$ cat config.mk
export PLATFORM = sky130hd
export DESIGN_NAME = uart_mmio_ctrl
export DESIGN_NICKNAME = d
export VERILOG_FILES = /design/src/rtl/uart_mmio_pkg.sv /design/src/rtl/uart_mmio_ctrl_sync_fifo.sv /design/src/rtl/uart_mmio_ctrl.sv
export SDC_FILE = /design/constraint.sdc
export NUM_CORES = 1
export LEC_CHECK = 0
export ABC_AREA = 1
export BUFFER_PORTS_ARGS = -buffer_cell sky130_fd_sc_hd__buf_4
export CAP_MARGIN = 15
export CORE_MARGIN = 4
export CORE_UTILIZATION = 42
export DETAILED_ROUTE_END_ITERATION = 12
export GPL_ROUTABILITY_DRIVEN = 1
export GPL_TIMING_DRIVEN = 1
export HOLD_SLACK_MARGIN = 0.05
export MAX_ROUTING_LAYER = met4
export PLACE_DENSITY = 0.68
export REMOVE_ABC_BUFFERS = 1
export SYNTH_ARGS = -nofsm -noshare
export SYNTH_HDL_FRONTEND = slang
export SYNTH_HIERARCHICAL = 1
export SYNTH_SLANG_ARGS = --single-unit
$ cat constraint.sdc
create_clock -name clk -period 5.55 [get_ports clk]
set_input_delay 0.555 -clock clk [delete_from_list [all_inputs] [get_ports clk]]
set_output_delay 0.555 -clock clk [all_outputs]
set_load 0.01 [all_outputs]
$ cat src/rtl/uart_mmio_pkg.sv
// ---------------------------------------------------------------------------
// uart_mmio_pkg
// Shared constants for the memory-mapped UART controller:
//   - register offsets relative to the UART window base
//   - bit positions inside the line status register (LSR)
//   - TX sequencer state encoding
// ---------------------------------------------------------------------------
package uart_mmio_pkg;

   // Register offsets from BASE_ADDR
   localparam logic [31:0] OFF_DATA    = 32'h0000_0000;
   localparam logic [31:0] OFF_IER     = 32'h0000_0001;
   localparam logic [31:0] OFF_LSR     = 32'h0000_0005;
   localparam logic [31:0] OFF_CLKFREQ = 32'h0000_0100;

   // LSR bit positions
   localparam int LSR_RX_READY    = 0;
   localparam int LSR_RX_OVR      = 1;
   localparam int LSR_TX_OVF      = 2;
   localparam int LSR_TX_NOT_FULL = 5;
   localparam int LSR_TX_IDLE     = 6;

   // TX sequencer states
   typedef enum logic [1:0] {
      TX_IDLE      = 2'd0,
      TX_ISSUE     = 2'd1,
      TX_WAIT_BUSY = 2'd2,
      TX_WAIT_DONE = 2'd3
   } tx_state_t;

endpackage : uart_mmio_pkg

$ cat src/rtl/uart_mmio_ctrl_sync_fifo.sv
// ---------------------------------------------------------------------------
// sync_fifo
// Single-clock FIFO with a combinational head (dout) so the register file can
// return the oldest entry in the same cycle it is addressed.
//
// Parameters: WIDTH (entry width), DEPTH (entries, power of two >= 2)
// Ports:
//   clk, rst   clock, synchronous active-high reset (empties the FIFO)
//   push, din  write request / data; accepted when not full, or when full
//              and a pop is taken in the same cycle
//   pop        read request; ignored when empty
//   dout       current head entry (undefined content when empty)
//   full,empty status flags
// ---------------------------------------------------------------------------
module sync_fifo #(
   parameter int WIDTH = 8,
   parameter int DEPTH = 8
) (
   input  logic             clk,
   input  logic             rst,
   input  logic             push,
   input  logic             pop,
   input  logic [WIDTH-1:0] din,
   output logic [WIDTH-1:0] dout,
   output logic             full,
   output logic             empty
);

   localparam int AW = $clog2(DEPTH);
   localparam logic [AW-1:0] PTR_ONE  = AW'(1);
   localparam logic [AW:0]   CNT_ONE  = (AW+1)'(1);
   localparam logic [AW:0]   CNT_FULL = (AW+1)'(DEPTH);

   logic [WIDTH-1:0] mem [DEPTH];
   logic [AW-1:0]    wr_ptr_reg;
   logic [AW-1:0]    rd_ptr_reg;
   logic [AW:0]      count_reg;
   logic             do_push;
   logic             do_pop;

   assign empty   = (count_reg == '0);
   assign full    = (count_reg == CNT_FULL);
   assign do_pop  = pop & ~empty;
   // A pop frees a slot in the same edge, so a full FIFO can still take a push.
   assign do_push = push & (~full | do_pop);
   assign dout    = mem[rd_ptr_reg];

   // Storage has no reset so it can map onto distributed RAM.
   always_ff @(posedge clk) begin
      if (do_push) begin
         mem[wr_ptr_reg] <= din;
      end
   end

   // Pointers are AW bits wide, so they wrap modulo DEPTH on their own.
   always_ff @(posedge clk) begin
      if (rst) begin
         wr_ptr_reg <= '0;
         rd_ptr_reg <= '0;
         count_reg  <= '0;
      end else begin
         if (do_push) begin
            wr_ptr_reg <= wr_ptr_reg + PTR_ONE;
         end
         if (do_pop) begin
            rd_ptr_reg <= rd_ptr_reg + PTR_ONE;
         end
         case ({do_push, do_pop})
            2'b10:   count_reg <= count_reg + CNT_ONE;
            2'b01:   count_reg <= count_reg - CNT_ONE;
            default: count_reg <= count_reg;
         endcase
      end
   end

endmodule : sync_fifo

$ cat src/rtl/uart_mmio_ctrl.sv
// ---------------------------------------------------------------------------
// uart_mmio_ctrl
// Memory-mapped front end for a byte UART: TX and RX FIFOs, a line status
// register, a clock-frequency register and a small TX sequencer that feeds
// the Uart one byte at a time.
//
// Register window (offsets from BASE_ADDR):
//   0x000 DATA    read: RX head (8'hff when empty, pops on read_enable)
//                 write: push byte into TX FIFO (dropped + tx_ovf when full)
//   0x001 IER     interrupt enables [2:0] (reads 0 without the IRQ build)
//   0x005 LSR     {0, tx_idle, tx_not_full, 00, tx_ovf, rx_ovr, rx_ready};
//                 read_enable clears tx_ovf/rx_ovr
//   0x100 CLKFREQ clock frequency handed to the Uart
//
// Ports:
//   clk, rst                       clock, synchronous active-high reset
//   address, write_data,
//   write_enable, read_enable      core data-bus access
//   read_data, hit                 combinational read value / window hit
//   uart_data, uart_write_enable   TX byte and one-cycle start pulse
//   uart_busy                      Uart transmitter busy
//   uart_rx_data, uart_out_valid   received byte and its valid strobe
//   clk_frequency                  clock-frequency register value
//   irq                            (UART_MMIO_CTRL_IRQ_EN only) registered IRQ
//
// Build option: define UART_MMIO_CTRL_IRQ_EN to add the irq output and make
// IER writable.
// ---------------------------------------------------------------------------
module uart_mmio_ctrl
   import uart_mmio_pkg::*;
#(
   parameter int          FIFO_DEPTH   = 8,
   parameter logic [31:0] BASE_ADDR    = 32'h1001_0000,
   parameter logic [31:0] CLK_FREQ_RST = 32'h0000_ffc0
) (
   input  logic        clk,
   input  logic        rst,
   input  logic [31:0] address,
   input  logic [31:0] write_data,
   input  logic        write_enable,
   input  logic        read_enable,
   output logic [31:0] read_data,
   output logic        hit,
   output logic [7:0]  uart_data,
   output logic        uart_write_enable,
   input  logic        uart_busy,
   input  logic [7:0]  uart_rx_data,
   input  logic        uart_out_valid,
   output logic [31:0] clk_frequency
`ifdef UART_MMIO_CTRL_IRQ_EN
   ,
   output logic        irq
`endif
);

   // ---------------- address decode ----------------
   logic sel_data, sel_ier, sel_lsr, sel_clk;

   assign sel_data = (address == (BASE_ADDR + OFF_DATA));
   assign sel_ier  = (address == (BASE_ADDR + OFF_IER));
   assign sel_lsr  = (address == (BASE_ADDR + OFF_LSR));
   assign sel_clk  = (address == (BASE_ADDR + OFF_CLKFREQ));
   assign hit      = sel_data | sel_ier | sel_lsr | sel_clk;

   // ---------------- FIFOs ----------------
   logic       tx_push, tx_pop, tx_full, tx_empty;
   logic [7:0] tx_head;
   logic       rx_pop, rx_full, rx_empty;
   logic [7:0] rx_head;

   tx_state_t  state_reg, state_next;
   logic [1:0] wait_cnt_reg, wait_cnt_next;
   logic [7:0] uart_data_reg, uart_data_next;

   assign tx_push = write_enable & sel_data & ~tx_full;
   assign tx_pop  = (state_reg == TX_ISSUE);
   assign rx_pop  = read_enable & sel_data & ~rx_empty;

   sync_fifo #(.WIDTH(8), .DEPTH(FIFO_DEPTH)) u_tx_fifo (
      .clk   (clk),
      .rst   (rst),
      .push  (tx_push),
      .pop   (tx_pop),
      .din   (write_data[7:0]),
      .dout  (tx_head),
      .full  (tx_full),
      .empty (tx_empty)
   );

   // The RX FIFO itself accepts a push into a full FIFO when the same edge pops.
   sync_fifo #(.WIDTH(8), .DEPTH(FIFO_DEPTH)) u_rx_fifo (
      .clk   (clk),
      .rst   (rst),
      .push  (uart_out_valid),
      .pop   (rx_pop),
      .din   (uart_rx_data),
      .dout  (rx_head),
      .full  (rx_full),
      .empty (rx_empty)
   );

   // ---------------- status flags ----------------
   logic rx_ovr_reg, tx_ovf_reg;
   logic rx_drop, tx_drop, lsr_clear;
   logic tx_idle;
   logic [7:0] lsr;

   assign tx_drop   = write_enable & sel_data & tx_full;
   assign rx_drop   = uart_out_valid & rx_full & ~rx_pop;
   assign lsr_clear = read_enable & sel_lsr;
   assign tx_idle   = tx_empty & (state_reg == TX_IDLE) & ~uart_busy;

   // A new overflow in the clearing cycle takes priority over the clear.
   always_ff @(posedge clk) begin
      if (rst) begin
         rx_ovr_reg <= 1'b0;
         tx_ovf_reg <= 1'b0;
      end else begin
         if (rx_drop)        rx_ovr_reg <= 1'b1;
         else if (lsr_clear) rx_ovr_reg <= 1'b0;
         if (tx_drop)        tx_ovf_reg <= 1'b1;
         else if (lsr_clear) tx_ovf_reg <= 1'b0;
      end
   end

   always_comb begin
      lsr                  = '0;
      lsr[LSR_RX_READY]    = ~rx_empty;
      lsr[LSR_RX_OVR]      = rx_ovr_reg;
      lsr[LSR_TX_OVF]      = tx_ovf_reg;
      lsr[LSR_TX_NOT_FULL] = ~tx_full;
      lsr[LSR_TX_IDLE]     = tx_idle;
   end

   // ---------------- clock-frequency register ----------------
   logic [31:0] clk_freq_reg;

   always_ff @(posedge clk) begin
      if (rst) begin
         clk_freq_reg <= CLK_FREQ_RST;
      end else if (write_enable && sel_clk) begin
         clk_freq_reg <= write_data;
      end
   end

   assign clk_frequency = clk_freq_reg;

   // ---------------- optional interrupt ----------------
`ifdef UART_MMIO_CTRL_IRQ_EN
   logic [2:0] ier_reg;
   logic       irq_reg;

   always_ff @(posedge clk) begin
      if (rst) begin
         ier_reg <= '0;
         irq_reg <= 1'b0;
      end else begin
         if (write_enable && sel_ier) begin
            ier_reg <= write_data[2:0];
         end
         irq_reg <= (ier_reg[0] & ~rx_empty)
                  | (ier_reg[1] & tx_idle)
                  | (ier_reg[2] & (rx_ovr_reg | tx_ovf_reg));
      end
   end

   assign irq = irq_reg;
`endif

   // ---------------- read mux ----------------
   always_comb begin
      read_data = '0;
      if (sel_data) begin
         read_data = {24'h0, (rx_empty ? 8'hff : rx_head)};
      end else if (sel_ier) begin
`ifdef UART_MMIO_CTRL_IRQ_EN
         read_data = {29'h0, ier_reg};
`else
         read_data = '0;
`endif
      end else if (sel_lsr) begin
         read_data = {24'h0, lsr};
      end else if (sel_clk) begin
         read_data = clk_freq_reg;
      end
   end

   // ---------------- TX sequencer ----------------
   // The byte is latched on the way into ISSUE so uart_data is valid for the
   // whole pulse and then holds until the next issue.
   always_comb begin
      state_next     = state_reg;
      wait_cnt_next  = wait_cnt_reg;
      uart_data_next = uart_data_reg;
      case (state_reg)
         TX_IDLE: begin
            if (!tx_empty && !uart_busy) begin
               state_next     = TX_ISSUE;
               uart_data_next = tx_head;
            end
         end
         TX_ISSUE: begin
            state_next    = TX_WAIT_BUSY;
            wait_cnt_next = '0;
         end
         TX_WAIT_BUSY: begin
            // Give the Uart up to four cycles to raise busy.
            if (uart_busy || wait_cnt_reg == 2'd3) begin
               state_next = TX_WAIT_DONE;
            end else begin
               wait_cnt_next = wait_cnt_reg + 2'd1;
            end
         end
         TX_WAIT_DONE: begin
            if (!uart_busy) begin
               state_next = TX_IDLE;
            end
         end
         default: state_next = TX_IDLE;
      endcase
   end

   always_ff @(posedge clk) begin
      if (rst) begin
         state_reg     <= TX_IDLE;
         wait_cnt_reg  <= '0;
         uart_data_reg <= 8'hff;
      end else begin
         state_reg     <= state_next;
         wait_cnt_reg  <= wait_cnt_next;
         uart_data_reg <= uart_data_next;
      end
   end

   assign uart_write_enable = tx_pop;
   assign uart_data         = uart_data_reg;

endmodule : uart_mmio_ctrl

Yosys cells after proc, flatten, opt, wreduce, memory -nomap -nowiden
Memory sizes are Yosys's and may differ from the RTL's. A register that Yosys moved wholly into a read port is not among the register bits.
Cells that the tools add are included.
{"block": "classes", "add_sub_neg": 9, "n_eq_ne": 18, "n_mux": 22, "bitwise_logic": 25, "reduce_logical": 16}
{"operator": "32-bit by 29-bit == test with 1-bit output, second input constant", "n": 4}
{"operator": "32-bit two-way mux", "n": 4}
{"operator": "4-bit case mux with 2 select lines", "n": 2}
{"operator": "1-bit AND", "n": 14}
{"operator": "3-bit by 1-bit adder with 3-bit output, second input constant", "n": 4}
{"operator": "2-bit == test, second input constant", "n": 5}
{"operator": "2-bit nonzero test", "n": 5}
{"operator": "4-bit by 1-bit adder with 4-bit output, second input constant", "n": 2}
{"operator": "4-bit == test, second input constant", "n": 2}
{"operator": "4-bit logical NOT", "n": 2}
{"operator": "2-bit two-way mux", "n": 4}
{"operator": "8-bit two-way mux", "n": 1}
{"operator": "2-bit case mux with 4 select lines", "n": 1}
{"operator": "4-bit by 1-bit subtractor with 4-bit output, second input constant", "n": 2}
{"operator": "1-bit two-way mux", "n": 7}
{"operator": "2-bit by 1-bit == test with 1-bit output, second input constant", "n": 3}
{"operator": "3-bit two-way mux", "n": 2}
{"operator": "2-bit inequality test, second input constant", "n": 3}
{"operator": "1-bit NOT", "n": 6}
{"operator": "1-bit bitwise OR", "n": 5}
{"operator": "2-bit case mux with 2 select lines", "n": 1}
{"operator": "2-bit AND reduction", "n": 2}
{"operator": "3-bit AND reduction", "n": 1}
{"operator": "2-bit by 1-bit adder with 2-bit output, second input constant", "n": 1}
{"operator": "other kinds (5)", "n": 7}
{"block": "word_totals", "register_bits": 58, "mem_bits_rw": 128, "inputBits": 78, "wordCells": 103, "mem_count": 2}
{"name": "u_rx_fifo.mem", "depth": 8, "width": 8, "read_ports": 1, "rd_clocked_by_memory_dff": 1, "wr": 1, "line_no": "uart_mmio_ctrl_sync_fifo.sv:34", "text": "logic [WIDTH-1:0] mem [DEPTH];"}
{"name": "u_tx_fifo.mem", "depth": 8, "width": 8, "read_ports": 1, "rd_clocked_by_memory_dff": 1, "wr": 1, "line_no": "uart_mmio_ctrl_sync_fifo.sv:34"}

Depth between registers and ports, before layout
Gate-level depths: netlist (run 1).
{"block": "logic_depth", "depth_word": 8, "mapped_depth": 19}

By module
Netlist (run 1), hierarchy kept.
{"module": "sync_fifo", "instances": 2, "cells_per_inst": 259, "area_per_inst_um2": 3211.8}
{"module": "uart_mmio_ctrl", "instances": 1, "cells_per_inst": 442, "area_per_inst_um2": 2817.7}

Worst setup path before layout (run 1)
Ideal clock, no wire load.
{"block": "synth_timing", "kind": "input -> register", "from": "input port address[17]", "to": "register u_tx_fifo.count_reg[3]", "setup_time_ps": 115, "t_arrival_ps": 2665, "slack_ps": 2770, "stages": 19, "path_cell_list": "inv_1 > nand2_1 > nor2_1 > nand2_1 > nor2_4 > nand2_1 > nor2_2 > nand2_1 > nor2_1 > inv_1 > nand3_2 > inv_1 > ha_1 > a21oi_1 > nand3_1 > nand2_2 > nand3_1 > nand2_1 > nor2_1"}
{"block": "synth_between", "elab_chain_len": 6, "elab_cells_between_ends": 8}
{"element": "start, declared", "line_no": "uart_mmio_ctrl.sv:38", "text": "input logic [31:0] address,"}
{"element": "32-bit by 29-bit == test with 1-bit output *", "line_no": "uart_mmio_ctrl.sv:59", "text": "assign sel_data = (address == (BASE_ADDR + OFF_DATA));"}
{"element": "1-bit AND * (2 in series)", "line_no": "uart_mmio_ctrl.sv:75", "text": "assign tx_push = write_enable & sel_data & ~tx_full;"}
{"element": "net tx_push", "line_no": "uart_mmio_ctrl.sv:66", "text": "logic tx_push, tx_pop, tx_full, tx_empty;"}
{"element": "1-bit AND *", "line_no": "uart_mmio_ctrl_sync_fifo.sv:45", "text": "assign do_push = push & (~full | do_pop);"}
{"element": "2-bit by 1-bit == test with 1-bit output / 2-bit == test (equally long branches)", "line_no": "uart_mmio_ctrl_sync_fifo.sv:68", "text": "case ({do_push, do_pop})"}
{"element": "4-bit case mux with 2 select lines / 2-bit nonzero test (equally long branches)"}
{"element": "end signal, assigned", "line_no": "uart_mmio_ctrl_sync_fifo.sv:69", "text": "2'b10: count_reg <= count_reg + CNT_ONE;"}
{"element": "end signal, assigned", "line_no": "uart_mmio_ctrl_sync_fifo.sv:70", "text": "2'b01: count_reg <= count_reg - CNT_ONE;"}
{"element": "end signal, assigned", "line_no": "uart_mmio_ctrl_sync_fifo.sv:71", "text": "default: count_reg <= count_reg;"}
{"element": "end, declared", "line_no": "uart_mmio_ctrl_sync_fifo.sv:37", "text": "logic [AW:0] count_reg;"}
The timed path passes the listed nets; every way through them passes the cells marked *.
A chain may end at the register's enable or synchronous reset.

Worst setup path after layout (run 1)
{"block": "layout_timing", "from": "input port address[17]", "to": "memory u_tx_fifo.mem[1][4], enable pin"}
{"block": "layout_between", "elab_chain_len": 6}
{"element": "32-bit by 29-bit == test with 1-bit output", "line_no": "uart_mmio_ctrl.sv:59"}
{"element": "1-bit AND (2 in series)", "line_no": "uart_mmio_ctrl.sv:75"}
{"element": "net tx_push", "line_no": "uart_mmio_ctrl.sv:66"}
{"element": "1-bit AND", "line_no": "uart_mmio_ctrl_sync_fifo.sv:45"}
{"element": "1-bit two-way mux", "line_no": "uart_mmio_ctrl_sync_fifo.sv:50", "text": "if (do_push) begin"}
{"element": "1-bit two-way mux (not written as such)", "line_no": "uart_mmio_ctrl_sync_fifo.sv:51", "text": "mem[wr_ptr_reg] <= din;"}
{"element": "end, declared", "line_no": "uart_mmio_ctrl_sync_fifo.sv:34"}
The timed path passes the listed nets, and every way through them passes these cells.

==> reports/summary.md, run 1 <==
The run finished with clean final reports. The worst setup path is launched from an input pin. Detailed-route via count: 6896. 152 I/O pins were placed. For the number of buffers added by the clock tree synthesis step, the log shows 17. The vertical die dimension was 156.3 um; the via count of the first global-routing pass was 6538. The most frequent cell after synthesis was nand2_1. Prior to clock tree synthesis, the placed netlist has a worst setup slack of 2.213 ns. For the pin with the worst max-slew slack, the measured transition is 1.000 ns.

The count of buffers from port buffering works out to 151. A synthesized cell averages 9.626 sq um. The path class of the tightest hold or removal check is in2reg. The arrival time of data at the critical path endpoint is 3.02 ns. The XOR/XNOR share of the synthesized area was 0.003791; the final wirelength was 21.84 mm. The post-detailed-placement half-perimeter wirelength is 15.43 mm.

The run gives 0 ns as the setup TNS. The logs give 0 for the final hold violation count and 0 for the final-report max-slew violation count. The worst setup path is captured at a flip-flop. The clock net in this run drives a total of 200 sinks. For this design the ratio of total power to cell area is 277.6 nW/um^2. The headroom to the max-slew limit came out at 0.3323. From left edge to right edge, the die measures 156.3 um. STA puts the critical path data required time at 5.60 ns. The post-synthesis mux area share was 0.03466; the detailed-router iteration count before antenna repair was 5. Summing all multi-input logic gate instances after layout gives 3341 sq um. IR analysis of the VDD net gives a maximum drop of 0.2037 mV. The signal on the critical path passes through buf_4, inv_1, nand2_1, nor2_1, nand2_1, nor2_4, nand2_1, nor2_2, nand2_1, nor2_1, nand2_2, nor2_1, inv_2, nor2_1.

The effective utilization at floorplan is 0.4248. edfxtp_1 takes more of the synthesized area than any other cell. After synthesis, the largest family of logic cells by area is simple AND/OR/NAND/NOR gates. Across the run, the number of max-cap violations was 0. The run gives 0.5719 as the post-synthesis sequential area ratio. The layout cell share with drive strength beyond 1 is 0.2124, and the Yosys warning count is 6. The core region area is 21760 sq um, and the count of distinct cell types in the synthesized netlist is 35. The logs give 0 for the leftover overflow at the end of global routing and 0 for the detailed-route DRC error count.

The logs give 422 for the number of design-rule violations left by the first detailed-router iteration and 0 for the number of endpoints failing setup at the final stage. Between clock sinks in the finished design, the worst skew comes to 0.008084 ns. In this run the cell area of the synthesized design comes to 9241 sq um.

The run gives 0 as the antenna diode count. In the synthesized netlist, the cells that appear most often are 172 x nand2_1, 141 x nor2_1, 128 x edfxtp_1. TritonCTS built the clock tree.

The main flop type after synthesis was edfxtp_1. Setup repair after global routing left no endpoint under its margin. The simple-gate share of the synthesized area is 0.2229. Derived from the worst setup path, the maximum achievable clock frequency is 0.3367 GHz. The congestion estimate from routability-driven global placement came to 0.8462.

The total die area came out at 24440 sq um. The maximum buffer depth of the clock tree is 2, and the delay of the slowest cell on the worst path is 0.67 ns. For the remaining antenna violation count, the log shows 0. The number of synthesized flops with an enable pin is 128, and the relative area change from synthesis to final layout is 20.13%. Once the clock tree was built, the resizer swapped 0 gates to a different size. The tools report the global routing usage summed across all routing layers as 0.1841. The number of cells traversed by the worst register-to-register path is 12, and the sequential cell area is 5285 sq um.

The run gives 54 as the site row count. The post-synthesis adder-cell area fraction is 0.02329, and the shortest clock period the worst path allows after layout is 2.970 ns. Share of async-settable or async-resettable flops after synthesis: 0. The root buffer cell chosen for the clock tree is clkbuf_16.

The tools report the insertion delay of the later-clocked pin in the worst-skew pair as 0.43 ns. Post-CTS timing repair inserted 0 buffers for setup. After clock tree synthesis, the clock-pin slew on the worst setup and hold paths is 0.07 ns. In this run the number of H-tree levels came out at 4. The leakage power figure was 4.539 nW; the average wire per standard cell was 15.70 um. Synthesis inferred 200 register bits.

The top-area cell type share of the netlist area was 0.4159; the post-layout net count was 1192. The initial antenna violation count was 0. After filler insertion, the fill cell instance count of the layout stands at 2005. Worst setup path category: in2reg. The run gives 58 as the maximum number of pins on one net before global-route repair. Highest net fanout along the worst path: 9. The total of hold buffers inserted after clock tree synthesis was 0. Among all stages on the critical path, the largest delay is contributed by nor2_1. The post-detailed-route via-to-cell ratio works out to 4.958. The number of instances on the worst hold path came out at 1. The worst path setup slack after routing was 2.580 ns. By area the synthesized netlist is led by edfxtp_1 42%, dfxtp_1 16%, nand2_1 7.0%. The share of the synthesized area in compound gates (AO/OA/AOI/OAI) is 0.07690. The cell count after synthesis came out at 960. The share of the cycle needed by the critical path after routing is 0.5351, and the first-pass GRT wire length is 34.13 mm.
## metrics by stage
step | instances | hold WS (ns) | util | area, sq um | power (mW)
2_1_floorplan | 925 | 0.4313 | - | 8995 | 1.750
3_3_place_gp | 1359 | 0.4413 | 0.4827 | 10500 | 1.850
3_5_place_dp | 1359 | 0.4458 | 0.4827 | 10500 | 1.857
4_1_cts | 1391 | 0.3306 | 0.5103 | 11100 | 3.113
5_1_grt | 1391 | 0.3369 | 0.5103 | 11100 | 3.210
6_report | 1391 | 0.3513 | 0.5103 | 11100 | 3.081
## cell usage in the layout, fill, tap and decap left out, types with 2 or more instances in the layout
| cell type | instances |
|---|---|
| nand2_1 | 172 |
| buf_4 | 154 |
| nor2_1 | 141 |
| edfxtp_1 | 128 |
| inv_1 | 89 |
| dfxtp_1 | 72 |
| nand3_1 | 63 |
| a21oi_1 | 43 |
| mux2i_1 | 32 |
| o22ai_1 | 32 |
| o21ai_0 | 29 |
| nand3b_1 | 24 |
| o21ai_1 | 20 |
| clkbuf_16 | 17 |
| nand2_2 | 14 |
| ha_1 | 14 |
| nor2_2 | 7 |
| nor2_4 | 7 |
| inv_6 | 6 |
| inv_2 | 6 |
| nand4_1 | 5 |
| nand2_4 | 5 |
| inv_8 | 4 |
| a21oi_2 | 4 |
| xor2_1 | 4 |
| nor3_1 | 2 |
| clkinv_2 | 2 |
| bufinv_16 | 2 |
| inv_4 | 2 |
| nand3_2 | 2 |
| nand3_4 | 2 |
| fa_1 | 2 |
## final timing paths
check | from | endpoint | slack [ns]
worst min-delay path | uart_rx_data[6] | u_rx_fifo/mem[1][6] | 0.35
worst max-delay path | address[17] | u_tx_fifo/mem[1][4] | 2.58
worst max register to register | u_rx_fifo/count_reg[0] | u_rx_fifo/mem[1][1] | 2.81
worst min register to register | uart_data[1] | uart_data[1] | 0.46
## area by class of cell
cell class                      instances  area share
Timing Repair Buffer                  154      0.1041
Tap cell                              280     0.03156
Inverter                               97     0.03325
Clock buffer                           17     0.03832
Sequential cell                       200      0.4761
Multi-Input combinational cell        628      0.3009
Clock inverter                         15     0.01578
## power by group
part	internal [mW]	switching, mW
Clock	0.684	0.577
Sequential	1.60	0.0118
Combinational	0.0831	0.125
Total	2.37	0.714
## cells by family after synthesis
kind of cell	after synthesis
XOR/XNOR	4
flip-flops	200
AO/OA/AOI/OAI	130
adder cells (fa/ha/maj)	16
multiplexers	32
buffers and inverters	132
AND/OR/NAND/NOR	446
## routing by layer
layer | up-vias | track usage | share of wire
met5 | - | - | 0
met4 | 0 | 0.04132 | 0.0098
li1 | 3501 | - | -
met1 | 3196 | 0.2304 | 0.43
met3 | 16 | 0.03263 | 0.050
met2 | 183 | 0.3134 | 0.51
## worst max-delay path: cells and delay by family
family                 cells  cell delay (ns)
buffers and inverters      3             0.23
AND/OR/NAND/NOR           11             2.23
(Power assumes the default switching activity.)
==> run 2: changes to the inputs <==
clock period = 3.02 ns   (was 5.55 ns; I/O delays follow)
==> reports/summary.md, run 2 (same netlist as run 1, synthesis figures left out) <==
The die covers 24440 sq um. Setup violations remaining at the end of the flow were counted as 0. After routing the design area is 11250 sq um. The initial antenna violation count came out at 0. The end of the worst register-to-register path was u_rx_fifo/count_reg[3].

After clock tree synthesis, the clock-pin slew on the worst setup and hold paths is 0.08 ns. The layout cell share with drive strength beyond 1 was 0.2291; the sequential group share of total power was 0.538. The relative contribution of combinational cells to total power was 0.069; the average wire per standard cell was 15.51 um. Kind of path behind the tightest hold check: in2reg. The HPWL after detailed placement is 15.34 mm.

The commonest non-fill, non-tap cell in the layout is buf_4. The number of cells on the worst reg-to-reg path is 15. The via count of the first global-routing pass came out at 6582.

The final-report max-slew violation count was 0. The worst setup path is launched from a flip-flop. Number of instances on the worst hold path: 1.

Among all stages on the critical path, the largest delay is contributed by dfxtp_1. The run gives 0 as the final hold violation count. Setup repair after global routing left no endpoint under its margin. In this run the static leakage power is 4.636 nW. The headroom to the max-slew limit is 0.3663, and the number of post-CTS setup repair buffers is 0.

In this run the worst path has a maximum fanout of 26. The first-pass GRT wire length came out at 34.29 mm. The share of the cycle needed by the critical path after routing was 0.8609; the maximum clock skew at final layout was 0.006972 ns. The antenna diode count came out at 0.

The congestion estimate from routability-driven global placement came to 0.8646. Across the run, the number of max-cap violations was 0. The internal portion of the total power is 4.185 mW.

At the later pin of the worst-skew pair, clock insertion delay measures 0.43 ns. Based on the critical path, the design can be clocked at up to 0.3846 GHz. For the pin with the worst max-slew slack, the measured transition is 0.9493 ns. The top cell types in the final layout, fill and taps aside, are 178 x buf_4, 172 x nand2_1, 141 x nor2_1. Power spread over the standard cell area amounts to 489.4 nW/um^2.

From synthesis to final layout, the design area changed by 21.70%. Once placement finished, the instance area stood at 10680 sq um. The critical path goes through o21ai_0, o22ai_1, nand2_1, nand2_1, o21ai_0, nand3_1, buf_4. The routed design has 21.94 mm of wire. The total of fill cells in the finished design is 1993.

The detailed-route DRC error count is 0, and the switching component of the power is 1.320 mW. The setup check on the worst reg-to-reg path leaves a slack of 0.58 ns. In the routed layout, each cell is associated on average with a via count of 5.014. The logs give 0.392 for the share of total power in the clock network and 0.4248 for the effective utilization at floorplan. The tools report the core region area as 21760 sq um. TritonCTS built the clock tree. Number of standard cells in the layout, taps in and fillers out: 1415.

The worst hold path terminates at u_rx_fifo/mem[0][4]. Entering global routing, the biggest net connects 57 pins. In this run the vertical extent of the chip is 156.3 um. In this run the clock root is driven by a clkbuf_16. The longest clock path from root to sink contains 2 buffers. The shortest clock period the worst path allows after layout works out to 2.600 ns.

The setup TNS came out at 0 ns. The total of hold buffers inserted after clock tree synthesis is 0, and the level count of the clock H-tree is 4. The detailed-route via count was 7095; the detailed-router iteration count before antenna repair was 5. Delay of the slowest cell on the worst path: 0.88 ns. The x dimension of the die came out at 156.3 um. The arrival time of data at the critical path endpoint came out at 2.30 ns. STA puts the critical path data required time at 2.72 ns.

The clock net in this run drives a total of 200 sinks. The net count of the finished layout is 1216. The run gives 0.1841 as the global routing usage summed across all routing layers. The flow ran to the end, and the final reports show no timing, DRC or antenna violations.

The run gives 0 as the leftover overflow at the end of global routing. The switching part of the total was 0.2398; the largest voltage drop on the vdd net was 0.3561 mV. The startpoint identified for the worst hold timing path is uart_rx_data[4]. In this run, CTS created clock tree buffers numbering 17. The detail route stage leaves a number of antenna-violating nets equal to 0. The category of the worst setup path capture point was a primary output. Number of design-rule violations left by the first detailed-router iteration: 354.

The worst setup path category is reg2out. The number of top-level pins is 152, and the number of gates resized after CTS is 0. Counting tap cells, the placed design contains a total of 1383 instances.

The count of buffers from port buffering came out at 151. The worst register-to-register path begins at u_rx_fifo/count_reg[0]. The site row count was 54.
## run 2: layout make-up
type | instances | area [sq um] | share of cell area
Sequential cell | 200 | 5285 | 0.4699
Clock buffer | 17 | 425.4 | 0.03782
Inverter | 97 | 369.1 | 0.03282
Multi-Input combinational cell | 628 | 3341 | 0.2970
Timing Repair Buffer | 178 | 1336 | 0.1188
Tap cell | 280 | 350.3 | 0.03115
Clock inverter | 15 | 140.1 | 0.01246
## run 2: per-stage QoR
stage / setup slack [ns] / power, mW / utilization / hold slack [ns]
floorplan: 0.4947 / 3.217 / - / 0.3644
global placement: 0.4553 / 3.402 / 0.4910 / 0.4418
detailed placement: 0.3329 / 3.410 / 0.4910 / 0.4447
CTS: 0.4475 / 5.548 / 0.5170 / 0.08674
global route: 0.2826 / 5.730 / 0.5170 / 0.08130
finish: 0.4202 / 5.505 / 0.5170 / 0.09652
## run 2: routing by layer
| metal | track usage | share of wire |
|---|---|---|
| met5 | - | 0 |
| met2 | 0.3062 | 0.49 |
| met4 | 0.04587 | 0.015 |
| met1 | 0.2333 | 0.43 |
| met3 | 0.03512 | 0.061 |
## run 2: how the worst max path moves through the flow
| stage | to | start | cells after the start | slack, ns |
|---|---|---|---|---|
| 5_1_grt | read_data[1] | flip-flop | 7 | 0.28 |
| 6_report | read_data[2] | flip-flop | 7 | 0.42 |
| 3_3_place_gp | u_tx_fifo/count_reg[3] | address[17] | 20 | 0.46 |
| 3_5_place_dp | u_tx_fifo/count_reg[3] | address[20] | 20 | 0.33 |
| 4_1_cts | read_data[1] | flip-flop | 9 | 0.45 |
| 2_1_floorplan | u_tx_fifo/count_reg[3] | address[17] | 19 | 0.49 |
## run 2: worst max-delay path: cells and delay by family (launching register included)
family,cells,cell delay (ns)
and+or+nand+nor,3,0.30
AOI/OAI and AO/OA,3,0.54
DFF,1,0.88
buffers and inverters,1,0.15
## run 2: power by group through the flow
stage	clock network, mW	registers [mW]	logic, mW
floorplan	0	3.02	0.195
global placement	0	3.02	0.378
detailed placement	0	3.02	0.386
CTS	2.20	2.96	0.387
global route	2.33	2.97	0.439
finish	2.16	2.96	0.382
